--- src/rtl/id_ex_stage.sv ---
// ID/EX pipeline register with operand forwarding and load-use bubble insertion.
// Optional build macro: ID_EX_STATS_EN adds saturating stall_cnt / bubble_cnt outputs.
module id_ex_stage #(
    parameter int unsigned WIDTH = 32
) (
    input  logic             clk,
    input  logic             rst,
    input  logic             in_valid,
    output logic             in_ready,
    input  logic [WIDTH-1:0] in_pc,
    input  logic [WIDTH-1:0] in_rs1_val,
    input  logic [WIDTH-1:0] in_rs2_val,
    input  logic [WIDTH-1:0] in_imm,
    input  logic [4:0]       in_rs1_addr,
    input  logic [4:0]       in_rs2_addr,
    input  logic [4:0]       in_rd_addr,
    input  logic [3:0]       in_alu_ctrl,
    input  logic             in_use_imm,
    input  logic             in_use_pc,
    input  logic             in_reg_write,
    input  logic             in_mem_read,
    input  logic             stall,
    input  logic             flush,
    input  logic [4:0]       exmem_rd,
    input  logic             exmem_reg_write,
    input  logic [WIDTH-1:0] exmem_value,
    input  logic [4:0]       memwb_rd,
    input  logic             memwb_reg_write,
    input  logic [WIDTH-1:0] memwb_value,
    output logic             out_valid,
    output logic [WIDTH-1:0] alu_a,
    output logic [WIDTH-1:0] alu_b,
    output logic [3:0]       alu_control,
    output logic [WIDTH-1:0] store_data,
    output logic [4:0]       out_rd,
    output logic             out_reg_write,
    output logic             out_mem_read
`ifdef ID_EX_STATS_EN
    ,
    output logic [31:0]      stall_cnt,
    output logic [31:0]      bubble_cnt
`endif
);

    localparam int unsigned REG_AW  = 5;
    localparam int unsigned CTRL_W  = 4;
    localparam logic [CTRL_W-1:0] ALU_ADD = 4'b0000;

    typedef struct packed {
        logic              valid;
        logic [WIDTH-1:0]  pc;
        logic [WIDTH-1:0]  rs1_val;
        logic [WIDTH-1:0]  rs2_val;
        logic [WIDTH-1:0]  imm;
        logic [REG_AW-1:0] rs1_addr;
        logic [REG_AW-1:0] rs2_addr;
        logic [REG_AW-1:0] rd;
        logic [CTRL_W-1:0] alu_ctrl;
        logic              use_imm;
        logic              use_pc;
        logic              reg_write;
        logic              mem_read;
    } held_t;

    held_t q;
    held_t q_clr_c;
    held_t q_in_c;
    logic  hz_c;
    logic  [WIDTH-1:0] fwd_rs1_c;
    logic  [WIDTH-1:0] fwd_rs2_c;

    // Load-use hazard: a held load whose rd feeds the instruction being presented.
    assign hz_c = in_valid & q.valid & q.mem_read & (q.rd != '0) &
                  ((q.rd == in_rs1_addr) | (q.rd == in_rs2_addr));

    assign in_ready = flush | (~stall & ~hz_c);

    // Bubble value and incoming record.
    always_comb begin
        q_clr_c          = '0;
        q_clr_c.alu_ctrl = ALU_ADD;

        q_in_c           = '0;
        q_in_c.valid     = 1'b1;
        q_in_c.pc        = in_pc;
        q_in_c.rs1_val   = in_rs1_val;
        q_in_c.rs2_val   = in_rs2_val;
        q_in_c.imm       = in_imm;
        q_in_c.rs1_addr  = in_rs1_addr;
        q_in_c.rs2_addr  = in_rs2_addr;
        q_in_c.rd        = in_rd_addr;
        q_in_c.alu_ctrl  = in_alu_ctrl;
        q_in_c.use_imm   = in_use_imm;
        q_in_c.use_pc    = in_use_pc;
        q_in_c.reg_write = in_reg_write;
        q_in_c.mem_read  = in_mem_read;
    end

    // Pipeline register: rst > flush > stall > hazard bubble > capture.
    always_ff @(posedge clk) begin
        if (rst) begin
            q <= q_clr_c;
        end else if (flush) begin
            q <= q_clr_c;
        end else if (stall) begin
            q <= q;
        end else if (hz_c || !in_valid) begin
            q <= q_clr_c;
        end else begin
            q <= q_in_c;
        end
    end

    // Forwarding; EX/MEM wins over MEM/WB, x0 is never forwarded.
    always_comb begin
        fwd_rs1_c = q.rs1_val;
        fwd_rs2_c = q.rs2_val;
        if (q.rs1_addr != '0) begin
            if (exmem_reg_write && (exmem_rd == q.rs1_addr)) begin
                fwd_rs1_c = exmem_value;
            end else if (memwb_reg_write && (memwb_rd == q.rs1_addr)) begin
                fwd_rs1_c = memwb_value;
            end
        end
        if (q.rs2_addr != '0) begin
            if (exmem_reg_write && (exmem_rd == q.rs2_addr)) begin
                fwd_rs2_c = exmem_value;
            end else if (memwb_reg_write && (memwb_rd == q.rs2_addr)) begin
                fwd_rs2_c = memwb_value;
            end
        end
    end

    assign alu_a         = q.use_pc  ? q.pc  : fwd_rs1_c;
    assign alu_b         = q.use_imm ? q.imm : fwd_rs2_c;
    assign store_data    = fwd_rs2_c;
    assign alu_control   = q.alu_ctrl;
    assign out_valid     = q.valid;
    assign out_rd        = q.rd;
    assign out_reg_write = q.reg_write & q.valid;
    assign out_mem_read  = q.mem_read & q.valid;

`ifdef ID_EX_STATS_EN
    // Saturating stall and bubble counters.
    always_ff @(posedge clk) begin
        if (rst) begin
            stall_cnt  <= '0;
            bubble_cnt <= '0;
        end else begin
            if (stall && !flush && (stall_cnt != '1)) begin
                stall_cnt <= stall_cnt + 32'(1);
            end
            if (!flush && !stall && hz_c && (bubble_cnt != '1)) begin
                bubble_cnt <= bubble_cnt + 32'(1);
            end
        end
    end
`endif

endmodule

--- config.mk ---
export PLATFORM = sky130hd
export DESIGN_NAME = id_ex_stage
export DESIGN_NICKNAME = d
export VERILOG_FILES = /design/src/rtl/id_ex_stage.sv
export SDC_FILE = /design/constraint.sdc
export NUM_CORES = 1
export LEC_CHECK = 0
export CAP_MARGIN = 0
export CORE_AREA = 2 2 134 136
export DETAILED_ROUTE_END_ITERATION = 16
export DIE_AREA = 0 0 136 138
export DONT_BUFFER_PORTS = 1
export HOLD_SLACK_MARGIN = 0.03
export PLACE_DENSITY = 0.64
export SETUP_SLACK_MARGIN = 0.3
export SYNTH_ARGS = -nofsm -noshare
export SYNTH_HDL_FRONTEND = slang
export SYNTH_SLANG_ARGS = --single-unit
export TNS_END_PERCENT = 100
--- constraint.sdc ---
create_clock -name clk -period 3.1 [get_ports clk]
set_input_delay 0.62 -clock clk [delete_from_list [all_inputs] [get_ports clk]]
set_output_delay 0.62 -clock clk [all_outputs]
set_load 0.005 [all_outputs]
==> flow_metrics.py, run 1 <==
metrics = {
    "clock_tree": {
        "hold_buffers": 0,
        "tritoncts": "built",
        "cts_htree_levels": 4,
        "clkTransAtPathRegs_ps": 70,
        "clockRootBuffer": "clkbuf_16",
        "numCtsBuffers": 17,
        "cts.sinks": 152,
        "clk_latency_ps": 420,
        "cts_buffer_depth": 2,
    },
    "synth": {
        "syn_area_per_cell_sq_um": 10.00,
        "synth_top_area_frac": 0.4046,
        "synthArstFlopShare": 0,
        "yosys-top-cells-area": "dfxtp_1 (40%), a22o_1 (18%), mux2i_1 (12%), a2bb2oi_1 (3.6%), a211oi_1 (3.2%)",
        "synth_seq_cells": 152,
        "yosysTopAreaCell": "dfxtp_1",
        "synth_xor_area_frac": 0.03494,
        "synth_cell_types": 40,
        "synth_top_family_by_area": "compound AO/OA/AOI/OAI gates",
        "synth.net_count": 984,
        "netlist_instances": 752,
        "yosys.area_share.simple": 0.06571,
        "synth-compound-area-share": 0.3059,
        "ys.flop_type": "dfxtp_1",
        "synth_adder_area_share": 0,
        "synth_edf_count": 0,
        "yosys_warnings": 0,
        "synthMuxAreaShare": 0.1268,
        "netlist_area_sq_um": 7521,
        "yosysSeqAreaShare": 0.4046,
    },
    "global_route": {
        "grt_use_total": 0.2648,
        "grt_pass1_wl_microns": 38300,
        "grt_pass1_vias": 6445,
        "grt-ovfl-total": 0,
        "antenna_found_initial": 0,
        "grt_max_degree": 153,
    },
    "power_and_ir_drop": {
        "ir_drop_mv": 0.4438,
        "p_leak_nw": 3.369,
        "p_seq_frac": 0.445,
        "power.density_nw_per_um2": 508.6,
        "power_frac_comb": 0.089,
        "swShare": 0.2455,
        "switchingPower_w": 0.001118,
        "p_int_w": 0.003435,
        "clkPwrFrac": 0.466,
    },
    "sta": {
        "max_slew_margin": 0.4058,
        "min_period_ps": 2809,
        "tightest_slew_ps": 889.4,
        "finalClockSkew_ps": 11.80,
        "finalSetupViolCount": 0,
        "fmax_mhz": 356.0,
        "slew_viol_final": 0,
        "fin_crit_sh": 0.9062,
        "setup_tns_ps": 0,
        "grt_setup_unrepaired": "true",
        "final_hold_viol_count": 0,
    },
    "placement": {
        "hpwl_microns": 17640,
        "numPortBuffers": 0,
        "gp_congestion": 0.9406,
    },
    "route": {
        "dr.first_iter.drc_count": 455,
        "antenna_left": 0,
        "dr.pass1.iters": 4,
        "routed_wire_length_per_instance_microns": 27.73,
        "drc": 0,
        "viasPerCell": 6.756,
        "vias": 6526,
        "drt_wl_total_microns": 26790,
    },
    "worst_setup_path": {
        "worst-setup-path-type": "reg2out",
        "worstReg2RegStart": "out_rd[0]$_SDFFE_PP0N_",
        "start_kind": "flop",
        "path_max_fanout": 15,
        "reg2regPathDepth": 5,
        "required_ps": 2480,
        "end_kind": "output pin",
        "r2r_setup_slack_ps": 1110,
        "cp.arrival_ps": 2190,
        "crit_start": "q[13]$_SDFFE_PP0N_",
    },
    "floorplanning": {
        "rows": 49,
        "start_util": 0.4289,
        "die_x_microns": 136,
        "die_h_microns": 138,
        "die-area_sq_um": 18770,
        "io_pins": 341,
        "coreArea_sq_um": 17530,
    },
    "outcome": {
        "outcome": "finished, final reports clean",
    },
    "finish": {
        "drive_above_1_share": 0.2280,
        "antenna_cells": 0,
        "nNetsFinal": 957,
        "fillers": 1560,
        "fin_util": 0.5106,
        "area_delta_synth_final_pct": 19.03,
    },
    "worst_hold_path": {
        "hold-path-cell-count": 1,
        "hold_path_class": "in2reg",
        "hp-start": "in_pc[31]",
    },
    "run": {
        "max_cap_viol_count": 0,
    },
}
[flip-flops by register name, summed over array words and instances, names as in the netlist]
signal       count
out_valid        1
q              142
alu_control      4
out_rd           5
[repair_timing]
action,in CTS,in global routing
pin swaps,7,6
endpoints found under the setup margin,91,96
buffers inserted,5,7
cloned,1,2
gates resized for setup,36,84
[metal layers]
layer | wire length, microns | global-route usage
met1 | 10810 | 0.3311
met2 | 12830 | 0.4298
met3 | 2374 | 0.08104
met4 | 770 | 0.09375
met5 | 0 | 0
[power groups by stage]
stage	Clock [W]	Sequential (W)	Combinational [W]
global route	0.00224	0.00203	0.000435
global placement	0	0.00207	0.000330
CTS	0.00215	0.00203	0.000357
floorplan	0	0.00206	0.000271
detailed placement	0	0.00207	0.000339
finish	0.00212	0.00203	0.000405
[cells in the final DEF (no fill, tap or decap), drive strengths merged, types with 2 or more instances in the layout]
| cell type | synthesis | routed |
|---|---|---|
| o22ai | 32 | 32 |
| mux2i | 93 | 93 |
| nor2 | 37 | 37 |
| o21ai | 36 | 36 |
| dfxtp | 152 | 152 |
| inv | 2 | 3 |
| nor3 | 4 | 4 |
| or3 | 31 | 31 |
| buf | 36 | 35 |
| and3 | 2 | 2 |
| o21bai | 2 | 2 |
| clkinv | 0 | 3 |
| nand2 | 4 | 4 |
| nand3 | 6 | 6 |
| a21oi | 2 | 3 |
| bufinv | 0 | 2 |
| a22o | 152 | 152 |
| clkbuf | 48 | 24 |
| a211oi | 32 | 32 |
| and2 | 5 | 5 |
| mux2 | 2 | 2 |
| a2bb2oi | 31 | 31 |
| xnor2 | 16 | 16 |
| clkinvlp | 0 | 3 |
| xor2 | 14 | 14 |
| nor3b | 2 | 2 |
[final timing paths]
kind,endpoint
worst min-delay path,q[150]$_SDFFE_PP0N_
worst max-delay path,alu_b[7]
worst min register to register,q[1]$_SDFFE_PP0N_
worst max register to register,q[99]$_SDFFE_PP0N_
[cell usage after synthesis (2+ instances only)]
library cell / instances
a211oi_1: 32
a21oi_1: 2
a22o_1: 152
a2bb2oi_1: 31
and2_1: 5
and3_1: 2
buf_2: 10
buf_4: 16
buf_6: 8
clkbuf_1: 48
dfxtp_1: 152
inv_1: 2
mux2_2: 2
mux2i_1: 93
nand2_1: 4
nand3_1: 6
nor2_1: 37
nor3_1: 4
nor3b_1: 2
o21ai_0: 34
o21bai_1: 2
o22ai_1: 32
or3_1: 31
xnor2_1: 16
xor2_1: 14
[worst max-delay path: stages, from the launching register on]
cell	delay [ps]
dfxtp_4	380
xnor2_2	200
and4_4	280
a211o_1	200
buf_6	230
o22ai_1	180
a211oi_2	280
[per-stage QoR]
stage / area (sq um) / worst slack (ps) / total power [W] / std cells / hold WS (ps)
detailed placement: 7627 / 280.6 / 0.002409 / 920 / 452.8
finish: 8952 / 290.9 / 0.004553 / 966 / 325.3
floorplan: 7521 / 621.7 / 0.002328 / 752 / 434.0
global placement: 7627 / 303.6 / 0.002399 / 920 / 448.8
CTS: 8409 / 268.2 / 0.004538 / 957 / 302.5
global route: 8952 / 195.5 / 0.004705 / 966 / 302.9
[area by class of cell]
| type | count | area (sq um) | share of cell area |
|---|---|---|---|
| clock buffer | 22 | 484.2 | 0.05409 |
| clock inverter | 9 | 115.1 | 0.01286 |
| inverter | 2 | 11.26 | 0.001258 |
| multi-input combinational | 515 | 4548 | 0.5080 |
| sequential | 152 | 3073 | 0.3433 |
| tap | 229 | 286.5 | 0.03201 |
| timing repair buffer | 37 | 434.2 | 0.04850 |
[cell families (layout without fill, tap and decap cells)]
family / Yosys count / in the layout
AO/OA/AOI/OAI: 293 / 294
XOR/XNOR: 30 / 30
buffers and inverters: 86 / 70
AND/OR/NAND/NOR: 96 / 96
multiplexers: 95 / 95
flip-flops: 152 / 152
(Power assumes the default switching activity.)
==> run 2: changes to the inputs <==
Settings changed: CTS_BUF_LIST set to sky130_fd_sc_hd__clkbuf_8.
==> run 2 against run 1 <==
Compared with the run above: clock-buffer cell count decreased by 1; cell area increased by 3.3%; flip-flop and latch count unchanged; sequential share of layout area decreased by 1.0 points; register-to-register slack about the same; global-route usage increased by 0.32 points; sequential power about the same; highest routed layer unchanged; clock skew increased by 9.7 ps; critical path type unchanged; utilization increased by 1.7 points; largest cell class unchanged.
==> flow_metrics.py, run 2 (synthesis gave the netlist of run 1 again) <==
metrics = {
    "outcome": {
        "outcome": "finished, final reports clean",
    },
    "global_route": {
        "grt_use_total": 0.2680,
        "grt_max_degree": 153,
        "grt_pass1_wl_microns": 38920,
        "grt-ovfl-total": 0,
        "antenna_found_initial": 0,
        "grt_pass1_vias": 6576,
    },
    "route": {
        "dr.first_iter.drc_count": 338,
        "vias": 6558,
        "dr.pass1.iters": 5,
        "routed_wire_length_per_instance_microns": 27.81,
        "viasPerCell": 6.775,
        "antenna_left": 0,
        "drt_wl_total_microns": 26920,
        "drc": 0,
    },
    "sta": {
        "fmax_mhz": 349.5,
        "finalClockSkew_ps": 21.52,
        "worst_hold_slack_ps": 298.3,
        "final_hold_viol_count": 0,
        "grt_setup_unrepaired": "true",
        "tightest_slew_ps": 795.8,
        "fin_crit_sh": 0.9231,
        "finalSetupViolCount": 0,
        "min_period_ps": 2862,
        "max_slew_margin": 0.4683,
        "setup_tns_ps": 0,
        "slew_viol_final": 0,
    },
    "placement": {
        "hpwl_microns": 17640,
        "numPortBuffers": 0,
        "gp_congestion": 0.9406,
    },
    "finish": {
        "drive_above_1_share": 0.3058,
        "antenna_cells": 0,
        "layout_commonest_cell": "a22o_1",
        "most-common-layout-cells": "a22o_1 (152), dfxtp_1 (141), mux2i_1 (68), nor2_1 (36), o21ai_0 (34)",
        "nNetsFinal": 959,
        "largest_reg_flops": 142,
        "area_delta_synth_final_pct": 22.99,
        "regMostFlops": "q",
        "fillers": 1513,
        "multi_input_area_sq_um": 4954,
        "register_area_sq_um": 3079,
    },
    "worst_hold_path": {
        "hp-start": "in_rs2_addr[4]",
        "hold-path-cell-count": 1,
        "timing.hold.worst_endpoint": "q[17]$_SDFFE_PP0N_",
        "hold_path_class": "in2reg",
    },
    "clock_tree": {
        "cts.sinks": 152,
        "cts_htree_levels": 4,
        "clkTransAtPathRegs_ps": 100,
        "hold_buffers": 0,
        "clk_latency_ps": 440,
        "tritoncts": "built",
        "numCtsBuffers": 17,
        "clockRootBuffer": "clkbuf_8",
        "cts_buffer_depth": 2,
    },
    "worst_setup_path": {
        "worst-setup-path-type": "reg2out",
        "reg2reg_to": "q[72]$_SDFFE_PP0N_",
        "crit_chain": "xnor2_2 -> nand4_1 -> o221ai_4 -> buf_12 -> nor2_1 -> a211oi_2 -> buf_4",
        "reg2regPathDepth": 5,
        "critPathSlowestCell": "dfxtp_4",
        "required_ps": 2480,
        "path_max_fanout": 16,
        "start_kind": "flop",
        "cp.arrival_ps": 2240,
        "worstReg2RegStart": "out_rd[0]$_SDFFE_PP0N_",
        "end_kind": "output pin",
        "r2r_setup_slack_ps": 1100,
        "crit_start": "q[13]$_SDFFE_PP0N_",
        "cpPeakStageDelay_ps": 390,
    },
    "floorplanning": {
        "rows": 49,
        "die_h_microns": 138,
        "io_pins": 341,
        "die-area_sq_um": 18770,
        "die_x_microns": 136,
        "start_util": 0.4289,
        "coreArea_sq_um": 17530,
    },
    "power_and_ir_drop": {
        "ir_drop_mv": 0.4166,
        "p_leak_nw": 3.376,
        "power.density_nw_per_um2": 435.3,
        "fin_total_pwr_w": 0.004026,
    },
    "run": {
        "max_cap_viol_count": 0,
    },
}
[run 2: changes by cell type in the layout (fill, tap and decap cells not counted), moves of 10 or more]
cell | before | now
mux2i_1 | 88 | 68
a2bb2oi_1 | 19 | 1
mux2i_2 | 4 | 14
o22ai_2 | 15 | 30
a2bb2oi_2 | 12 | 29
mux2i_4 | 1 | 11
clkbuf_16 | 19 | 2
o22ai_1 | 17 | 1
clkbuf_8 | 4 | 21
[run 2: area by class of cell]
cell class | instances | share of cell area
clock inverters | 10 | 0.01285
clock buffers | 21 | 0.03125
well taps | 229 | 0.03098
repair buffers | 39 | 0.05532
inverters | 2 | 0.001217
multi-input cells | 515 | 0.5355
flip-flops and latches | 152 | 0.3329
[run 2: through the flow]
stage	utilization	worst slack, ps	cells	cell area [sq um]
2_1_floorplan	-	621.7	752	7521
3_3_place_gp	0.4350	303.6	920	7627
3_5_place_dp	0.4350	280.6	920	7627
4_1_cts	0.4792	236.5	961	8402
5_1_grt	0.5275	137.9	968	9250
6_report	0.5275	238.4	968	9250
[run 2: power breakdown]
part / total, W / internal, W / switching (W)
clock network: 0.00157 / 0.000802 / 0.000771
registers: 0.00202 / 0.00199 / 0.0000374
logic: 0.000430 / 0.000185 / 0.000245
[run 2: worst max-delay path by stage]
| stage | cells after the start | to | slack, ps |
|---|---|---|---|
| 4_1_cts | 7 | alu_b[25] | 240 |
| 2_1_floorplan | 6 | alu_a[30] | 620 |
| 3_5_place_dp | 6 | alu_a[10] | 280 |
| 3_3_place_gp | 6 | alu_a[10] | 300 |
| 6_report | 7 | alu_b[25] | 240 |
| 5_1_grt | 7 | alu_b[25] | 140 |
[run 2: worst max-delay path, delay by kind of cell (launching register included)]
family / cells / cell delay [ps]
AND/OR/NAND/NOR: 2 / 310
buffers and inverters: 2 / 340
flip-flops: 1 / 390
AO/OA/AOI/OAI: 2 / 540
XOR/XNOR: 1 / 200
[run 2: timing repair]
action / CTS / global route
pin swaps: 7 / 17
resized for setup: 69 / 128
endpoints found under the setup margin: 96 / 96
gates cloned: 2 / 2
setup buffers: 8 / 5
[run 2: layer usage]
layer  wire length [microns]  vias to the layer above  share of wire  global-route usage
met1                   10770                     3275           0.40              0.3372
met2                   12990                      375           0.48              0.4377
met4                     765                        0          0.028             0.08717
li1                        -                     2853              -                   -
met3                    2389                       55          0.089             0.08031
met5                       0                        -              0                   0
==> run 3: changes to the inputs <==
Settings changed: ABC_AREA set to 0.
==> results of run 3 <==
No change in the layout: final DEF, timing and power equal those of run 2.
